### config.mk
export PLATFORM = sky130hd
export DESIGN_NAME = fifo_read_ctrl
export DESIGN_NICKNAME = d
export VERILOG_FILES = /design/src/rtl/fifo_read_ctrl.sv
export SDC_FILE = /design/constraint.sdc
export NUM_CORES = 1
export LEC_CHECK = 0
export CELL_PAD_IN_SITES_DETAIL_PLACEMENT = 0
export CELL_PAD_IN_SITES_GLOBAL_PLACEMENT = 1
export CORE_MARGIN = 4
export CORE_UTILIZATION = 35
export CTS_CLUSTER_SIZE = 40
export DETAILED_ROUTE_END_ITERATION = 8
export HOLD_SLACK_MARGIN = 0.05
export PLACE_DENSITY_LB_ADDON = 0.1
export SLEW_MARGIN = 15
export SYNTH_ARGS = -nofsm -noshare
export SYNTH_HDL_FRONTEND = slang
export SYNTH_SLANG_ARGS = --single-unit
### constraint.sdc
create_clock -name rd_clk -period 2.5 [get_ports rd_clk]
set_input_delay 0.375 -clock rd_clk [delete_from_list [all_inputs] [get_ports rd_clk]]
set_output_delay 0.375 -clock rd_clk [all_outputs]
set_load 0.03 [all_outputs]
### src/rtl/fifo_read_ctrl.sv
// Read-side pointer and flag controller for the async FIFO.
// Syncs the write Gray pointer in; drives read address, Gray read pointer and status.
module fifo_read_ctrl #(
  parameter int ADDRESS_WIDTH = 4,
  parameter int SYNC_STAGES   = 2,
  parameter int AEMPTY_THRESH = 2
) (
  input  logic                     rd_clk,
  input  logic                     rd_rst,
  input  logic                     rd_en,
  input  logic [ADDRESS_WIDTH:0]   rd_wr_ptr_gray,
  output logic [ADDRESS_WIDTH-1:0] rd_addr,
  output logic [ADDRESS_WIDTH:0]   rd_ptr,
  output logic                     fifo_empty,
  output logic                     fifo_aempty,
  output logic [ADDRESS_WIDTH:0]   rd_level,
  output logic                     rd_valid,
  output logic                     rd_underflow
);

  localparam int PW = ADDRESS_WIDTH + 1;
  localparam logic [PW-1:0] AE_THR = PW'(AEMPTY_THRESH);

  logic [PW-1:0] sync_q [SYNC_STAGES];
  logic [PW-1:0] rd_q_wr_ptr;
  logic [PW-1:0] rd_ptr_bin;
  logic [PW-1:0] rd_ptr_bin_nxt;
  logic [PW-1:0] rd_gray_nxt;
  logic [PW-1:0] wr_bin;
  logic [PW-1:0] level_nxt;
  logic          rd_acc;

  function automatic logic [PW-1:0] gray2bin(input logic [PW-1:0] g);
    logic [PW-1:0] b;
    b[PW-1] = g[PW-1];
    for (int i = PW - 2; i >= 0; i--) begin
      b[i] = b[i+1] ^ g[i];
    end
    return b;
  endfunction

  // Plain flop chain; the Gray source changes one bit per step.
  always_ff @(posedge rd_clk or posedge rd_rst) begin
    if (rd_rst) begin
      for (int s = 0; s < SYNC_STAGES; s++) begin
        sync_q[s] <= '0;
      end
    end else begin
      sync_q[0] <= rd_wr_ptr_gray;
      for (int s = 1; s < SYNC_STAGES; s++) begin
        sync_q[s] <= sync_q[s-1];
      end
    end
  end

  assign rd_q_wr_ptr = sync_q[SYNC_STAGES-1];

  always_comb begin
    rd_acc         = rd_en & ~fifo_empty;
    rd_ptr_bin_nxt = rd_ptr_bin + {{ADDRESS_WIDTH{1'b0}}, rd_acc};
    rd_gray_nxt    = rd_ptr_bin_nxt ^ (rd_ptr_bin_nxt >> 1);
    wr_bin         = gray2bin(rd_q_wr_ptr);
    level_nxt      = wr_bin - rd_ptr_bin_nxt;
  end

  // Flags and level are computed from the post-read pointer.
  always_ff @(posedge rd_clk or posedge rd_rst) begin
    if (rd_rst) begin
      rd_ptr_bin   <= '0;
      rd_ptr       <= '0;
      fifo_empty   <= 1'b1;
      fifo_aempty  <= 1'b1;
      rd_level     <= '0;
      rd_valid     <= 1'b0;
      rd_underflow <= 1'b0;
    end else begin
      rd_ptr_bin   <= rd_ptr_bin_nxt;
      rd_ptr       <= rd_gray_nxt;
      fifo_empty   <= (rd_gray_nxt == rd_q_wr_ptr);
      fifo_aempty  <= (level_nxt <= AE_THR);
      rd_level     <= level_nxt;
      rd_valid     <= rd_acc;
      rd_underflow <= rd_underflow | (rd_en & fifo_empty);
    end
  end

  assign rd_addr = rd_ptr_bin[ADDRESS_WIDTH-1:0];

endmodule
Yosys cells after proc, flatten, opt, wreduce, memory -nomap -nowiden

Index checks and enable logic that the tools add are counted.

Equal/unequal tests: 1
$lt $le $gt $ge: 1
Bitwise logic cells: 9
Add/subtract/negate cells: 2

Operators by type and width:

| kind               | count |
|---|---|
| $add 5x1->5        | 1 |
| $eq 5x5->1         | 1 |
| $le 5x2->1 const B | 1 |
| $sub 5x5->5        | 1 |
| $xor 5x4->5        | 1 |
| $xor 1x1->1        | 4 |
| $and 1x1->1        | 2 |
| $not 1->1          | 1 |
| $or 1x1->1         | 1 |

Bits in registers: 29
Output and inout port bits: 18
Input bits: 8
Word-level logic and storage cells: 22

Longest topological paths before layout

Gate-level depths: netlist of run 1.

Depth after elaboration: 6
Mapped depth: 9
Gate-level depth less buffers: 9

Worst setup path before layout of run 1

OpenSTA, ideal clock, no wires.

Path type: register -> register
From: register sync_q, in the netlist rd_q_wr_ptr[4]
To: register fifo_aempty
Required time: 2395 ps
Setup slack: -116 ps
Cell stages (with the launch flop): 10
Arrival time: 2511 ps
Period minus slack after synthesis: 2616 ps
Buffers on the path: 0
Setup time: 105 ps
Cells stage by stage: dfrtp_1 > xor3_2 > xor2_1 > xnor2_1 > ha_1 > inv_1 > fa_1 > a31oi_1 > xnor2_1 > a2111oi_2

Longest elaborated chain between the ends: 6

Ends and longest elaborated chain:

| what                             | RTL line | text |
|---|---|---|
| start: declaration               | 24       | `logic [PW-1:0] sync_q [SYNC_STAGES];` |
| start signal: indexed assignment | 51       | `sync_q[s] <= sync_q[s-1];` |
| $xor 1x1->1 (4 in a row)         | 37       | `b[i] = b[i+1] ^ g[i];` |
| $sub 5x5->5 *                    | 63       | `level_nxt = wr_bin - rd_ptr_bin_nxt;` |
| named net level_nxt[4]           | 30       | `logic [PW-1:0] level_nxt;` |
| $le 5x2->1 *                     | 80       | `fifo_aempty <= (level_nxt <= AE_THR);` |
| end signal: assignment           | 80       |  |
| end: declaration                 | 15       | `output logic fifo_aempty,` |

The timed path passes the listed nets; every way through them passes the cells marked *.

Worst setup path after layout of run 1

From: register sync_q, in the netlist rd_q_wr_ptr[2]
To: register fifo_aempty

Longest elaborated chain between the ends: 5

Ends and longest elaborated chain:

| what                     | RTL line |
|---|---|
| $xor 1x1->1 *            | 37 |
| $xor 1x1->1 (2 in a row) | 37 |
| $sub 5x5->5 *            | 63 |
| named net level_nxt[2]   | 30 |
| $le 5x2->1 *             | 80 |

Marks and branches as above.

==> results of run 1 <==
-- critical path: stages (launching register included) --
cell and delay, ns:
dfrtp_1 0.38, xor3_2 0.47, xor2_2 0.20, xnor2_1 0.15
ha_1 0.16, inv_1 0.06, fa_2 0.36, buf_4 0.15
xor2_1 0.17, a2111oi_2 0.27
-- Yosys cell counts, drive strengths merged --
cell     count  area, µm²
and3b        1       8.76
inv          7       26.3
dfrtp       26        651
and4b        1       10.0
xnor2       15        131
a2111oi      1       15.0
nand4        1       6.26
a21o         3       22.5
nand2        1       3.75
a311oi       1       8.76
xor2         6       52.6
fa           1       20.0
nor2b        2       12.5
clkbuf       2       7.51
a31oi        1       6.26
ha           6       75.1
nand3        2       10.0
dfstp        2       52.6
a21oi        2       10.0
xor3         2       48.8
-- cells by family after synthesis --
family / Yosys count / synth area share
adders and majority gates: 7 / 0.0807
and+or+nand+nor: 8 / 0.0435
buffers and inverters: 9 / 0.0287
xor gates and xnor gates: 23 / 0.197
DFF: 28 / 0.597
AOI/OAI and AO/OA: 8 / 0.0531
-- cell type report --
| class | instances | area [µm²] |
|---|---|---|
| Inverter | 7 | 26.3 |
| Clock buffer | 3 | 22.5 |
| Clock inverter | 1 | 30.0 |
| Multi-Input combinational cell | 46 | 474 |
| Tap cell | 44 | 55.1 |
| Timing Repair Buffer | 49 | 430 |
| Sequential cell | 28 | 703 |
| Fill cell | 276 | 1390 |
-- flip-flops by register name, summed over array words and instances (netlist names) --
register      count
rd_ptr            5
fifo_aempty       1
rd_valid          1
rd_level          5
rd_q_wr_ptr       5
rd_ptr_bin        4
sync_q            5
fifo_empty        1
rd_underflow      1
-- final timing paths --
kind	from	end
worst max-delay path	rd_q_wr_ptr[2]$_DFF_PP0_	fifo_aempty$_DFF_PP1_
worst min-delay path	sync_q[5]$_DFF_PP0_	rd_q_wr_ptr[0]$_DFF_PP0_
worst max register to register	rd_q_wr_ptr[2]$_DFF_PP0_	fifo_aempty$_DFF_PP1_
worst min register to register	sync_q[5]$_DFF_PP0_	rd_q_wr_ptr[0]$_DFF_PP0_
max in group asynchronous	rd_rst	fifo_aempty$_DFF_PP1_
min in group asynchronous	rd_rst	rd_level[4]$_DFF_PP0_
-- power by group through the flow --
stage          clock network, mW  registers (mW)  logic, mW
4_1_cts                    0.305           0.729       1.73
3_5_place_dp                   0           0.739       1.71
5_1_grt                    0.327           0.749       1.94
6_report                   0.294           0.724       1.78
3_3_place_gp                   0           0.731       1.72
2_1_floorplan                  0           0.982      0.738
-- metal layers --
metal  GRT usage  up-vias  wire length, µm
li1            -      374                -
met1       0.145      363              929
met2       0.179       17              993
met3      0.0323        2              122
met4      0.0381        0               12
met5           0        -                0
-- what timing repair did --
action	in CTS	in global routing
endpoints found under the hold margin	0	0
pin swaps	6	3
endpoints found under the setup margin	1	2
setup buffers	2	0
resized for setup	0	3
-- metrics by stage --
stage / utilization / TNS [ns] / total power [mW] / instance area (µm²) / setup slack, ns
2_1_floorplan: - / 0 / 1.72 / 1190 / 0.0212
3_3_place_gp: 0.528 / -0.494 / 2.45 / 1650 / -0.219
5_1_grt: 0.557 / -0.141 / 3.02 / 1740 / -0.141
3_5_place_dp: 0.528 / -0.383 / 2.45 / 1650 / -0.229
6_report: 0.557 / 0 / 2.79 / 1740 / 0.0463
4_1_cts: 0.550 / 0 / 2.76 / 1720 / 0.0101
==> results.ini, run 1 <==
[cells_and_area]
final_cell_mix=dfrtp_1, clkdlybuf4s50_1, buf_4
insertedDiodeCount=0
drive_above_1_share=0.269
finalNonFillerCells=178
finalNetCount=150
final_common_cell=dfrtp_1
area_delta_synth_final_pct=47.8

[drt]
routedWlPerCell_um=11.6
wl_mm=2.06
post-route-drc-count=0
vias=756
first_iter_violations=41
viasPerCell=4.25
dr.pass1.iters=3
final_antenna_net_count=0

[sta]
hold_viol_final=0
setup_viol=0
rsz0062_at_grt=true
worst_pin_slew_ns=0.346
skew_ns=0.00544
holdWs_ns=0.366
finalCritPeriodShare=0.981
finalMaxSlewViolations=0
fmax_mhz=408
relSlewSlack=0.769
fin_crit_ns=2.45

[clock_network]
cts_root_buf=clkbuf_4
path_clk_slew_ns=0.15
clockBufferDepth=2
cts_inserted_buffers=3
hold_buffers=0
clock-sinks=28
htreeDepth=1
cts_tree=done
worstSkewPairLatency_ns=0.32

[critical_path]
crit_fanout=2
r2r_cells=9
crit_path_end_kind=flop
path_class=flop to flop
crit_arrival_ns=2.69
rrSetupSlack_ns=0.05
start_kind=flop
critPathRequiredTime_ns=2.73

[power_and_ir_drop]
p_comb_frac=0.636
switchingPower_mw=1.10
power.density_nw_per_um2=1600
vdd_drop_max_uv=753
p_leak_nw=0.795
pwr-share-clk=0.105
switching_share=0.394
p_int_mw=1.69
seqPwrFrac=0.259

[floorplan]
start_util=0.377
core_um2=3130
die-area_um2=4360
die_x_um=66.0
rows=20
die_h_um=66.0
ios=26

[outcome]
status=finished, final reports clean

[yosys]
ys_seq_elements=28
ys_warn_count=0
ys_seq_area_frac=0.597
syn-cell-area_um2=1180
synth_cell_type_count=21
syn_avg_cell_area_um2=14.2
syn_inst=83
synth_nets=98

[hold_path]
whs_path_depth=0
min_path_type=flop to flop

[global_route]
grt_start_max_net_pins=29
overflow=0
antenna_found_initial=0
grtUsageTotal=0.112
grt_pass1_vias=829
grt_pass1_wl_mm=3.72

[job]
drv_cap=0

[placed_design]
place_congestion=0.735
io_buffer_count=25
dpl.cell_count=172
hpwlAfterDp_mm=1.58

(Power assumes the default switching activity.)
==> run 2: changes to the inputs <==
Settings changed: CORE_UTILIZATION 35 to 38, SLEW_MARGIN 15 to 20.
Clock period 2.5 ns to 3 ns, I/O delays scaled along.
==> run 2 against run 1 <==
  * Via count fell by 12%
  * Register-to-register slack improved by 0.20 ns
  * Critical path depth did not move
  * Flip-flop and latch count did not move
  * Critical path type unchanged
  * Critical endpoint unchanged
  * Largest cell class unchanged
  * Largest power group unchanged
==> results.ini, run 2 (synthesis results as in run 1) <==
[clock_network]
clockBufferDepth=2  ; unchanged
path_clk_slew_ns=0.15  ; about the same
cts_tree=done
cts_inserted_buffers=3  ; unchanged
clock-sinks=28  ; unchanged
worstSkewPairLatency_ns=0.32  ; about the same
cts_root_buf=clkbuf_4
htreeDepth=1  ; unchanged
cts-resized-gates=0  ; unchanged
post_cts_buffers=0  ; -2
hold_buffers=0  ; unchanged

[critical_path]
crit_family=XOR/XNOR gates
crit_cells=9  ; unchanged
crit_start=rd_q_wr_ptr[4]$_DFF_PP0_
path_buf_inv=1  ; -1
slowest_stage=xor3_2
r2r_cells=9  ; unchanged
r2r_start=rd_q_wr_ptr[4]$_DFF_PP0_
r2r-end=fifo_aempty$_DFF_PP1_
crit_fanout=3  ; +1
max_stage_delay_ns=0.52  ; +0.05 ns
crit_chain=xor3_2, xor2_2, xnor2_1, ha_1, inv_1, fa_1, a31oi_1, xnor2_1, a2111oi_2
critPathMostFrequentCell=xnor2_1
start_kind=flop
rrSetupSlack_ns=0.25  ; +0.20 ns
crit_path_end_kind=flop
critPathRequiredTime_ns=3.24  ; +0.51 ns
crit_arrival_ns=2.99  ; +0.30 ns
crit_end=fifo_aempty$_DFF_PP1_
path_class=flop to flop

[global_route]
grt_pass1_vias=733  ; -12%
grt_pass1_wl_mm=3.41  ; -8.4%
grt_start_max_net_pins=17  ; -41%
antenna_found_initial=0  ; unchanged
overflow=0  ; unchanged
grtUsageTotal=0.108  ; -0.00382

[job]
drv_cap=0  ; unchanged

[placed_design]
dpl.cell_count=142  ; -17%
dp_slack_ns=-0.0448  ; +0.184 ns
dpl_cell_area_um2=1500  ; -9.3%
io_buffer_count=25  ; unchanged
place_congestion=0.718  ; -2.4%
hpwlAfterDp_mm=1.51  ; -4.4%

[power_and_ir_drop]
p_int_mw=1.22  ; -28%
switchingPower_mw=0.848  ; -23%
p_leak_nw=0.697  ; -12%
p_comb_frac=0.590  ; -0.046
power.density_nw_per_um2=1330  ; -17%
vdd_drop_max_uv=604  ; -20%
switching_share=0.411  ; +0.0167
pwr-share-clk=0.118  ; +0.013
seqPwrFrac=0.292  ; +0.033
p_total_mw=2.07  ; -26%

[sta]
holdWs_ns=0.367  ; +0.00127 ns
skew_ns=0.00166  ; -0.00378 ns
worst_slack_ns=0.247  ; +0.201 ns
final.setup.tns_ns=0  ; unchanged
fin_crit_ns=2.75  ; +0.299 ns
rsz0062_at_grt=false
relSlewSlack=0.668  ; -0.101
hold_viol_final=0  ; unchanged
fmax_mhz=363  ; -11%
finalMaxSlewViolations=0  ; unchanged
setup_viol=0  ; unchanged
worst_pin_slew_ns=0.497  ; +0.151 ns
finalCritPeriodShare=0.918  ; -0.0638

[floorplan]
die-area_um2=4060  ; -7.0%
die_h_um=63.7  ; -3.5%
core_um2=2850  ; -8.8%
rows=19  ; -5.0%
die_x_um=63.7  ; -3.5%
start_util=0.413  ; +0.0364
ios=26  ; unchanged

[drt]
post-route-drc-count=0  ; unchanged
first_iter_violations=32  ; -22%
viasPerCell=4.58  ; +7.9%
wl_mm=1.95  ; -5.2%
routedWlPerCell_um=13.4  ; +16%
dr.pass1.iters=2  ; -1
vias=669  ; -12%
final_antenna_net_count=0  ; unchanged

[cells_and_area]
multi_input_area_um2=449  ; -5.3%
finalNetCount=131  ; -13%
stdcell_area_um2=1560  ; -11%
final_util=0.546  ; -0.0107
final_cell_mix=dfrtp_1, clkdlybuf4s50_1, xnor2_1
final-seq-area_um2=703  ; unchanged
finalNonFillerCells=146  ; -18%
final_common_cell=dfrtp_1
insertedDiodeCount=0  ; unchanged
fill_cells=248  ; -10%
area_delta_synth_final_pct=32.2
drive_above_1_share=0.122  ; -0.147

[hold_path]
min_path_type=flop to flop

[outcome]
status=finished, final reports clean

## run 2: power by group through the flow
stage          Combinational, mW  Sequential, mW  Clock (mW)
4_1_cts                     1.24           0.604       0.249
6_report                    1.22           0.603       0.244
3_3_place_gp                1.23           0.612           0
2_1_floorplan              0.608           0.818           0
3_5_place_dp                1.23           0.612           0
5_1_grt                     1.33           0.626       0.264
## run 2: final cells by class
type | instances | area share
clock inverters | 1 | 0.0193
inverters | 7 | 0.0169
multi-input cells | 46 | 0.288
well taps | 31 | 0.0249
clock buffers | 3 | 0.0145
repair buffers | 30 | 0.185
flip-flops and latches | 28 | 0.451
## run 2: how the worst min path moves through the flow
| stage | to | slack [ns] | start | cells after the start |
|---|---|---|---|---|
| 2_1_floorplan | rd_q_wr_ptr[0]$_DFF_PP0_ | 0.33 | sync_q[5]$_DFF_PP0_ | 0 |
| 3_5_place_dp | rd_q_wr_ptr[2]$_DFF_PP0_ | 0.33 | sync_q[7]$_DFF_PP0_ | 0 |
| 5_1_grt | rd_q_wr_ptr[4]$_DFF_PP0_ | 0.38 | sync_q[9]$_DFF_PP0_ | 0 |
| 4_1_cts | rd_q_wr_ptr[2]$_DFF_PP0_ | 0.37 | sync_q[7]$_DFF_PP0_ | 0 |
| 6_report | rd_q_wr_ptr[2]$_DFF_PP0_ | 0.37 | sync_q[7]$_DFF_PP0_ | 0 |
| 3_3_place_gp | rd_q_wr_ptr[0]$_DFF_PP0_ | 0.33 | sync_q[5]$_DFF_PP0_ | 0 |
## run 2: metal layers
layer  vias up  global-route usage  share of wire
li1        332                   -              -
met5         -                   0              0
met3         4              0.0284          0.056
met4         0              0.0485          0.016
met1       316               0.143           0.45
met2        17               0.166           0.47
## run 2: worst register-to-register path, stage by stage (launching register included)
cell,delay [ns]
dfrtp_1,0.43
xor3_2,0.52
xor2_2,0.26
xnor2_1,0.16
ha_1,0.16
inv_1,0.06
fa_1,0.40
a31oi_1,0.21
xnor2_1,0.13
a2111oi_2,0.35
